===== src/rtl/vga_pkg.sv =====
// Shared types and video-mode tables for the VGA timing generator.
//   vga_phase_t  : per-axis phase (active, front porch, sync, back porch)
//   vga_timing_t : display/front/sync/back lengths per axis plus sync polarities
//   VGA_640X480, VGA_800X600 : the two supported modes
//   axis_total() : total length of one axis (sum of its four regions)
package vga_pkg;

  localparam int unsigned TW = 11;

  typedef logic [TW-1:0] vga_len_t;

  typedef enum logic [1:0] {
    ACTIVE = 2'd0,
    FRONT  = 2'd1,
    SYNC   = 2'd2,
    BACK   = 2'd3
  } vga_phase_t;

  typedef struct packed {
    vga_len_t h_display;
    vga_len_t h_front;
    vga_len_t h_sync;
    vga_len_t h_back;
    vga_len_t v_display;
    vga_len_t v_front;
    vga_len_t v_sync;
    vga_len_t v_back;
    logic     hs_neg;   // 1: hsync is active-low
    logic     vs_neg;   // 1: vsync is active-low
  } vga_timing_t;

  localparam vga_timing_t VGA_640X480 = '{
    h_display: 11'd640, h_front: 11'd16, h_sync: 11'd96, h_back: 11'd48,
    v_display: 11'd480, v_front: 11'd10, v_sync: 11'd2,  v_back: 11'd33,
    hs_neg:    1'b1,    vs_neg:  1'b1
  };

  localparam vga_timing_t VGA_800X600 = '{
    h_display: 11'd800, h_front: 11'd40, h_sync: 11'd128, h_back: 11'd88,
    v_display: 11'd600, v_front: 11'd1,  v_sync: 11'd4,   v_back: 11'd23,
    hs_neg:    1'b0,    vs_neg:  1'b0
  };

  function automatic int unsigned axis_total(input vga_len_t display, input vga_len_t front,
                                             input vga_len_t sync, input vga_len_t back);
    return 32'(display) + 32'(front) + 32'(sync) + 32'(back);
  endfunction

endpackage


===== src/rtl/vga_timing_gen_if.sv =====
// Video timing bundle between the timing generator and its consumers
// (frame-buffer reader, pattern generators).
//   en, mode_sel           : pixel enable and requested mode (consumer -> generator)
//   mode_active            : mode currently being generated
//   hsync, vsync, de       : sync and display-enable
//   x, y                   : registered pixel coordinates
//   line_start, frame_start: one-cycle strobes at x==0 / (x,y)==(0,0)
interface vga_timing_gen_if #(
  parameter int unsigned CW = 11
);

  logic          en;
  logic          mode_sel;
  logic          mode_active;
  logic          hsync;
  logic          vsync;
  logic          de;
  logic [CW-1:0] x;
  logic [CW-1:0] y;
  logic          line_start;
  logic          frame_start;

  // The generator is the master of the timing stream.
  modport master (
    input  en, mode_sel,
    output mode_active, hsync, vsync, de, x, y, line_start, frame_start
  );

  modport slave (
    output en, mode_sel,
    input  mode_active, hsync, vsync, de, x, y, line_start, frame_start
  );

endinterface


===== src/rtl/vga_axis_counter.sv =====
// One axis (horizontal or vertical) of the VGA timing generator: a wrapping
// counter plus a phase FSM tracking which region the count is in.
//   clk, rst                     : clock, async active-high reset
//   inc                          : advance count (and phase) this cycle
//   display, front, sync, back   : region lengths for this axis
//   count                        : current count
//   phase                        : region of the current count
//   wrap                         : inc && count == total-1
module vga_axis_counter
  import vga_pkg::*;
#(
  parameter int unsigned CW = 11
) (
  input  logic          clk,
  input  logic          rst,
  input  logic          inc,
  input  logic [CW-1:0] display,
  input  logic [CW-1:0] front,
  input  logic [CW-1:0] sync,
  input  logic [CW-1:0] back,
  output logic [CW-1:0] count,
  output vga_phase_t    phase,
  output logic          wrap
);

  logic [CW-1:0] count_q;
  vga_phase_t    phase_q;

  // Last count of each region.
  logic [CW-1:0] active_end;
  logic [CW-1:0] front_end;
  logic [CW-1:0] sync_end;
  logic [CW-1:0] last;

  assign active_end = display - 1'b1;
  assign front_end  = active_end + front;
  assign sync_end   = front_end + sync;
  assign last       = sync_end + back;

  assign wrap = inc && (count_q == last);

  always_ff @(posedge clk or posedge rst) begin
    if (rst) begin
      count_q <= '0;
      phase_q <= ACTIVE;
    end else begin
      if (inc) begin
        count_q <= (count_q == last) ? '0 : count_q + 1'b1;
      end
      case (phase_q)
        ACTIVE: if (inc && (count_q == active_end)) phase_q <= FRONT;
        FRONT:  if (inc && (count_q == front_end))  phase_q <= SYNC;
        SYNC:   if (inc && (count_q == sync_end))   phase_q <= BACK;
        BACK:   if (inc && (count_q == last))       phase_q <= ACTIVE;
        default: begin
          // Unreachable encoding: recover to the start of the axis.
          phase_q <= ACTIVE;
          count_q <= '0;
        end
      endcase
    end
  end

  assign count = count_q;
  assign phase = phase_q;

endmodule


===== src/rtl/vga_timing_gen.sv =====
// Multi-mode VGA timing generator (640x480@60 / 800x600@60).
//   clk  : pixel-domain clock
//   rst  : asynchronous active-high reset
//   bus  : vga_timing_gen_if master modport
//          in : en (pixel enable), mode_sel (requested mode, taken at frame end)
//          out: mode_active, hsync, vsync, de, x, y, line_start, frame_start
// All outputs are registered and reflect the counter state of the previous en cycle.
module vga_timing_gen
  import vga_pkg::*;
#(
  parameter int unsigned CW = 11
) (
  input  logic                  clk,
  input  logic                  rst,
  vga_timing_gen_if.master      bus
);

  localparam int unsigned HTot0 = axis_total(VGA_640X480.h_display, VGA_640X480.h_front,
                                             VGA_640X480.h_sync, VGA_640X480.h_back);
  localparam int unsigned VTot0 = axis_total(VGA_640X480.v_display, VGA_640X480.v_front,
                                             VGA_640X480.v_sync, VGA_640X480.v_back);
  localparam int unsigned HTot1 = axis_total(VGA_800X600.h_display, VGA_800X600.h_front,
                                             VGA_800X600.h_sync, VGA_800X600.h_back);
  localparam int unsigned VTot1 = axis_total(VGA_800X600.v_display, VGA_800X600.v_front,
                                             VGA_800X600.v_sync, VGA_800X600.v_back);
  localparam int unsigned MaxH  = (HTot0 > HTot1) ? HTot0 : HTot1;
  localparam int unsigned MaxV  = (VTot0 > VTot1) ? VTot0 : VTot1;
  localparam int unsigned MaxTotal = (MaxH > MaxV) ? MaxH : MaxV;

  if (((MaxTotal - 1) >> CW) != 0) begin : g_cw_too_small
    $error("vga_timing_gen: CW=%0d cannot hold count %0d", CW, MaxTotal - 1);
  end

  logic          mode_q;
  vga_timing_t   timing;

  logic [CW-1:0] h_count;
  logic [CW-1:0] v_count;
  vga_phase_t    h_phase;
  vga_phase_t    v_phase;
  logic          h_wrap;
  logic          v_wrap;

  logic          hsync_q;
  logic          vsync_q;
  logic          de_q;
  logic [CW-1:0] x_q;
  logic [CW-1:0] y_q;
  logic          line_start_q;
  logic          frame_start_q;

  always_comb begin
    timing = mode_q ? VGA_800X600 : VGA_640X480;
  end

  vga_axis_counter #(
    .CW(CW)
  ) u_h_axis (
    .clk    (clk),
    .rst    (rst),
    .inc    (bus.en),
    .display(CW'(timing.h_display)),
    .front  (CW'(timing.h_front)),
    .sync   (CW'(timing.h_sync)),
    .back   (CW'(timing.h_back)),
    .count  (h_count),
    .phase  (h_phase),
    .wrap   (h_wrap)
  );

  // V only moves on H-wrap cycles, so its wrap is the frame-wrap.
  vga_axis_counter #(
    .CW(CW)
  ) u_v_axis (
    .clk    (clk),
    .rst    (rst),
    .inc    (h_wrap),
    .display(CW'(timing.v_display)),
    .front  (CW'(timing.v_front)),
    .sync   (CW'(timing.v_sync)),
    .back   (CW'(timing.v_back)),
    .count  (v_count),
    .phase  (v_phase),
    .wrap   (v_wrap)
  );

  always_ff @(posedge clk or posedge rst) begin
    if (rst) begin
      mode_q        <= 1'b0;
      hsync_q       <= 1'b1;
      vsync_q       <= 1'b1;
      de_q          <= 1'b0;
      x_q           <= '0;
      y_q           <= '0;
      line_start_q  <= 1'b0;
      frame_start_q <= 1'b0;
    end else if (bus.en) begin
      // New mode takes effect on the same edge the counters return to (0,0).
      if (v_wrap) mode_q <= bus.mode_sel;
      hsync_q       <= (h_phase == SYNC) ^ timing.hs_neg;
      vsync_q       <= (v_phase == SYNC) ^ timing.vs_neg;
      de_q          <= (h_phase == ACTIVE) && (v_phase == ACTIVE);
      x_q           <= h_count;
      y_q           <= v_count;
      line_start_q  <= (h_count == '0);
      frame_start_q <= (h_count == '0) && (v_count == '0);
    end else begin
      line_start_q  <= 1'b0;
      frame_start_q <= 1'b0;
    end
  end

  assign bus.mode_active = mode_q;
  assign bus.hsync       = hsync_q;
  assign bus.vsync       = vsync_q;
  assign bus.de          = de_q;
  assign bus.x           = x_q;
  assign bus.y           = y_q;
  assign bus.line_start  = line_start_q;
  assign bus.frame_start = frame_start_q;

endmodule


===== src/flat_wrapper.sv =====
// flat-port wrapper written by rule: the top's interface ports become plain ports
module vga_timing_gen_flat import vga_pkg::*;
#(
  parameter int unsigned CW = 11
)
  (clk, rst, bus_en, bus_mode_sel, bus_mode_active, bus_hsync, bus_vsync, bus_de, bus_x, bus_y, bus_line_start, bus_frame_start);
  vga_timing_gen_if #(.CW(CW)) bus_i ();
  input  logic clk;
  input  logic rst;
  input wire logic [$bits(bus_i.en)-1:0] bus_en;
  input wire logic [$bits(bus_i.mode_sel)-1:0] bus_mode_sel;
  output wire logic [$bits(bus_i.mode_active)-1:0] bus_mode_active;
  output wire logic [$bits(bus_i.hsync)-1:0] bus_hsync;
  output wire logic [$bits(bus_i.vsync)-1:0] bus_vsync;
  output wire logic [$bits(bus_i.de)-1:0] bus_de;
  output wire logic [$bits(bus_i.x)-1:0] bus_x;
  output wire logic [$bits(bus_i.y)-1:0] bus_y;
  output wire logic [$bits(bus_i.line_start)-1:0] bus_line_start;
  output wire logic [$bits(bus_i.frame_start)-1:0] bus_frame_start;
  assign bus_i.en = bus_en;
  assign bus_i.mode_sel = bus_mode_sel;
  assign bus_mode_active = bus_i.mode_active;
  assign bus_hsync = bus_i.hsync;
  assign bus_vsync = bus_i.vsync;
  assign bus_de = bus_i.de;
  assign bus_x = bus_i.x;
  assign bus_y = bus_i.y;
  assign bus_line_start = bus_i.line_start;
  assign bus_frame_start = bus_i.frame_start;
  vga_timing_gen #(.CW(CW)) u_core (.clk(clk), .rst(rst), .bus(bus_i));
endmodule

===== config.mk =====
export PLATFORM = sky130hd
export DESIGN_NAME = vga_timing_gen_flat
export DESIGN_NICKNAME = d
export VERILOG_FILES = /design/src/rtl/vga_pkg.sv /design/src/rtl/vga_timing_gen_if.sv /design/src/rtl/vga_axis_counter.sv /design/src/rtl/vga_timing_gen.sv /design/src/flat_wrapper.sv
export SDC_FILE = /design/constraint.sdc
export NUM_CORES = 1
export LEC_CHECK = 0
export ABC_AREA = 0
export CORE_MARGIN = 2
export CORE_UTILIZATION = 51
export DETAILED_ROUTE_END_ITERATION = 8
export PLACE_DENSITY = 0.76
export SKIP_LAST_GASP = 1
export SYNTH_ARGS = -nofsm -noshare
export SYNTH_HDL_FRONTEND = slang
export SYNTH_SLANG_ARGS = --single-unit

===== constraint.sdc =====
create_clock -name clk -period 2 [get_ports clk]
set_input_delay 0.6 -clock clk [delete_from_list [all_inputs] [get_ports clk]]
set_output_delay 0.6 -clock clk [all_outputs]
set_load 0.03 [all_outputs]

## After elaboration in Yosys (flattened, before gate mapping)

Index checks and enable logic that the tools add are counted.

| word-level totals | value |
|---|---|
| register bits | 54 |
| bits of input ports | 4 |

| operators by class | value |
|---|---|
| add/sub/neg operators | 10 |
| eq/ne operators | 22 |
| muxes and demuxes | 15 |
| bitwise operators | 2 |
| reduce and logical (&&, ||, !) cells | 17 |

Operator list:

| cell | count |
|---|---|
| $eq 11x11->1 | 8 |
| $mux 88 | 1 |
| $add 11x11->11 | 6 |
| $add 11x1->11 const B | 2 |
| $logic_not 11->1 | 2 |
| $mux 11 | 2 |
| $sub 11x1->11 const B | 2 |
| $mux 2 | 8 |
| $ne 2x2->1 const B | 8 |
| $pmux 2 s4 | 2 |
| $logic_and 1x1->1 | 10 |
| $eq 2x2->1 const B | 4 |
| $reduce_and 4->1 | 2 |
| $eq 2x1->1 const B | 2 |
| $logic_not 2->1 | 2 |
| $mux 1 | 2 |
| $reduce_and 2->1 | 1 |
| $xor 1x1->1 | 2 |

## Depth between registers and ports, before layout

| depth | value |
|---|---|
| depth in word-level cells | 10 |
| depth in mapped cells | 9 |

## By module

From an unflattened synthesis, not the netlist that was laid out.

| second synthesis, totals | value |
|---|---|
| cells, all modules | 798 |
| area, all modules | 6995.5 µm² |

Modules (own cells, without submodules):

| module | times used | cells an instance | area an instance (µm²) | sequential area each (µm²) |
|---|---|---|---|---|
| vga_axis_counter at u_core.u_v_axis | 1 | 366 | 2994.1 | 325.3 |
| vga_axis_counter at u_core.u_h_axis | 1 | 357 | 2872.8 | 325.3 |
| vga_timing_gen | 1 | 75 | 1128.6 | 703.2 |

## Worst setup path after synthesis

OpenSTA, ideal clock, no wires.

| timing path | value |
|---|---|
| path kind | register -> register |
| start point | register u_core.mode_q, in the netlist u_core.bus.mode_active |
| end point | register u_core.u_h_axis.phase_q[1], in the netlist u_core.u_h_axis.phase[1] |
| setup time | 125 ps |
| arrival | 2098 ps |
| slack | -223 ps |
| stages on the path, launching flop included | 9 |
| cells stage by stage | dfrtp_1 -> buf_6 -> buf_2 -> buf_2 -> xor2_1 -> nand3_1 -> or3_1 -> a21oi_1 -> mux2_2 |

| on the way | value |
|---|---|
| longest elaborated chain between the ends | 9 |

RTL lines:

| element | line | RTL |
|---|---|---|
| start, declared | vga_timing_gen.sv:34 | `logic mode_q;` |
| start signal, assigned | vga_timing_gen.sv:99 | `if (v_wrap) mode_q <= bus.mode_sel;` |
| $mux 88 * | vga_timing_gen.sv:53 | `timing = mode_q ? VGA_800X600 : VGA_640X480;` |
| $sub 11x1->11 | vga_axis_counter.sv:35 | `assign active_end = display - 1'b1;` |
| $add 11x11->11 | vga_axis_counter.sv:36 | `assign front_end = active_end + front;` |
| $add 11x11->11 | vga_axis_counter.sv:37 | `assign sync_end = front_end + sync;` |
| $add 11x11->11 | vga_axis_counter.sv:38 | `assign last = sync_end + back;` |
| $eq 11x11->1 | vga_axis_counter.sv:54 | `BACK: if (inc && (count_q == last)) phase_q <= ACTIVE;` |
| $logic_and 1x1->1 | vga_axis_counter.sv:54 |  |
| $ne 2x2->1 (no line) | -- |  |
| $reduce_and 4->1 (no line) * | -- |  |
| end signal, assigned | vga_axis_counter.sv:53 | `SYNC: if (inc && (count_q == sync_end)) phase_q <= BACK;` |
| end signal, assigned | vga_axis_counter.sv:54 |  |
| end signal, assigned | vga_axis_counter.sv:57 | `phase_q <= ACTIVE;` |
| end, declared | vga_axis_counter.sv:27 | `vga_phase_t phase_q;` |

Mark *: on every way between the ends. The rest lies on a longest branch, timed or not.
A chain may end at the register's enable or synchronous reset.

## Worst setup path in the final report

Ends and elaborated chain as after synthesis.

==> impl_metrics.yaml <==
synth:
  yosys.area.top_type_share_pct: 44.1
  async_reset_ff_share_pct: 100
  synth_top_cell_by_area: "dfrtp_1"
  syn_nets: 285
  synth-main-ff-cell: "dfrtp_1"
  synth.area.top_cells: "dfrtp_1 44%, mux2_2 9.9%, ha_1 5.5%"
  postSynthCellCount: 268
  avgSynthCellArea_um2: 11.0
  syn_area_um2: 2950
  yosysMostFrequentCell: "dfrtp_1"
  synth_edf_count: 0
  synth.distinct_cells: 56
  synth_common_cells: "52 x dfrtp_1, 26 x mux2_2, 15 x nor2_1"
  synth_seq_cells: 54
  yosys_warnings: 0
  yosysSeqAreaShare_pct: 45.9
pwr:
  vdd_drop_max_mv: 0.659
  powerDensity_nw_per_um2: 679
  p_leak_nw: 1.77
  fin_total_pwr_mw: 2.64
route:
  drtPass1Iterations: 4
  wl_per_cell_um: 15.8
  post-route-drc-count: 0
  wirelength_um: 6540
  viasPerCell: 5.50
  drtIter0Drc: 54
  drt.antenna.violating_nets: 0
  dr_total_vias: 2275
floorplan:
  initial_core_util_pct: 53.2
  dieWidth_um: 80.0
  core_area_um2: 5540
  rows: 27
  ios: 32
  dieArea_um2: 6410
  dieHeight_um: 80.0
sta:
  hold_slack_ps: 510
  max_freq_ghz: 0.474
  fin_crit_ps: 2110
  finClkSkew_ps: 7.76
  tightest_slew_ps: 554
  rsz0062_at_grt: "yes"
  setup_violations: 4
  maxSlewViolCount: 0
  finalHoldViolations: 0
  post-route-period-util_pct: 106
  fin_ws_ps: -112
  slew_headroom_pct: 62.6
clocking:
  tritoncts: "yes"
  cts_sinks: 54
  clock_latency_ps: 310
  cts-root-buf: "clkbuf_8"
  numCtsBuffers: 5
  h-tree-depth: 2
  ctsHoldBuffers: 0
  clock_path_buffers: 2
  clk_pin_slew_ps: 90
finish:
  area_growth_pct: 32.1
  diodes: 0
  fill_cells: 433
  layout-drive-gt1-share_pct: 33.6
  fin_nets: 359
  regArea_um2: 1360
  multi_input_area_um2: 1510
setup_path:
  worst-path-max-fanout: 7
  cp_slowest_stage_delay_ps: 480
  crit_chain: "buf_12 -> xnor2_2 -> nand3b_1 -> o41ai_2 -> nand3_1 -> a21oi_2 -> mux2_2"
  cp-end-kind: "flip-flop"
  crit_slowest_cell: "dfrtp_2"
  worst_r2r_path_depth: 7
  critical_path_required_ps: 2200
  critPathKind: "reg2reg"
  critPathArrivalTime_ps: 2310
  start_kind: "flip-flop"
global_routing:
  grt_max_degree: 26
  grt_pass1_wl_um: 10800
  grt-ovfl-total: 0
  grt_pass1_vias: 2244
  grt.total_usage_pct: 22.0
  antenna_found_initial: 0
placement:
  place_congestion: 0.942
  dpl_worst_slack_ps: -667
  port_buffers: 31
  dpl.hpwl_um: 4690
min_path:
  hp-class: "reg2reg"
  holdPathStages: 1
outcome:
  status: "finished, violations left"
  violations: "negative setup slack"
run:
  maxCapViolations: 0
-- stage by stage --
stage               util [%]  std cells  cell area (µm²)  TNS (ps)
finish                  70.3        414             3900      -304
global route            70.3        414             3900      -779
CTS                     69.1        410             3830      -281
detailed placement      65.8        398             3640     -8580
global placement        65.8        398             3640     -7740
floorplan                  -        268             2980      -304
-- final cells by class --
class,instances,area share [%]
clock buffers,6,2.12
clock inverters,1,0.771
inverters,12,1.16
multi-input cells,181,38.8
flip-flops and latches,54,34.8
well taps,72,2.31
repair buffers,88,20.1
-- sequential cells by signal, summed over array words and instances (netlist names), 2 cells and up --
register	count
u_core.u_v_axis.count	11
u_core.u_v_axis.phase	2
u_core.bus.x	11
u_core.bus.y	11
u_core.u_h_axis.count	11
u_core.u_h_axis.phase	2
-- cells in the final DEF, fill, tap and decap left out, types with 3 or more instances in the layout --
master           count
and3_1               5
dfrtp_1             51
xnor2_1             11
clkdlybuf4s50_1     27
nand3_1             13
nand3b_1             3
nand2_1             13
buf_12               3
xor2_1               8
buf_6                3
nor3_1               4
nor4b_1              3
inv_1               11
nor2_1              15
ha_1                13
o21ai_0              7
dlygate4sd2_1        3
mux2_2              26
buf_4               51
a21oi_1              5
clkbuf_8             6
-- kinds of logic (layout without fill, tap and decap cells) --
group,Yosys count,after routing,synth area share (%)
flops,54,54,45.9
xor+xnor,21,21,6.24
mux,28,28,10.8
fa+ha+maj,13,13,5.52
buf+inv,33,107,5.35
simple gates,86,86,17.6
compound gates,33,33,8.66
-- per-layer routing --
metal	global-route usage, %	wire (µm)	vias to the layer above
met2	34.0	2960	53
met1	30.9	3160	1119
met3	4.41	292	13
li1	-	-	1090
met5	0	0	-
met4	7.63	129	0
-- power by group --
group          switching [mW]  internal (mW)
registers              0.0690           1.19
logic                   0.335          0.297
clock network           0.350          0.401
-- worst max-delay path, delay by kind of cell (launching register included) --
kind,cells,cell delay [ps]
mux,1,350
xor+xnor,1,120
compound gates,2,530
buf+inv,1,160
simple gates,2,360
flops,1,480
-- path summary, 6_finish.rpt --
| check | from | endpoint | slack [ps] |
|---|---|---|---|
| min in group asynchronous | rst | u_core.u_h_axis.count[5] | 560 |
| max in group asynchronous | rst | u_core.bus.vsync | 940 |
| hold reg to reg | u_core.bus.y[1] | u_core.bus.y[1] | 510 |
| hold / removal | u_core.bus.y[1] | u_core.bus.y[1] | 510 |
| setup / recovery | u_core.bus.mode_active | u_core.u_h_axis.phase[1] | -110 |
| setup reg to reg | u_core.bus.mode_active | u_core.u_h_axis.phase[1] | -110 |
-- timing repair --
action	4_1_cts	5_1_grt
resized for setup	12	8
setup endpoints to repair	17	10
cloned	0	0
pin swaps	3	5
setup buffers	5	4
(Power assumes the default switching activity.)
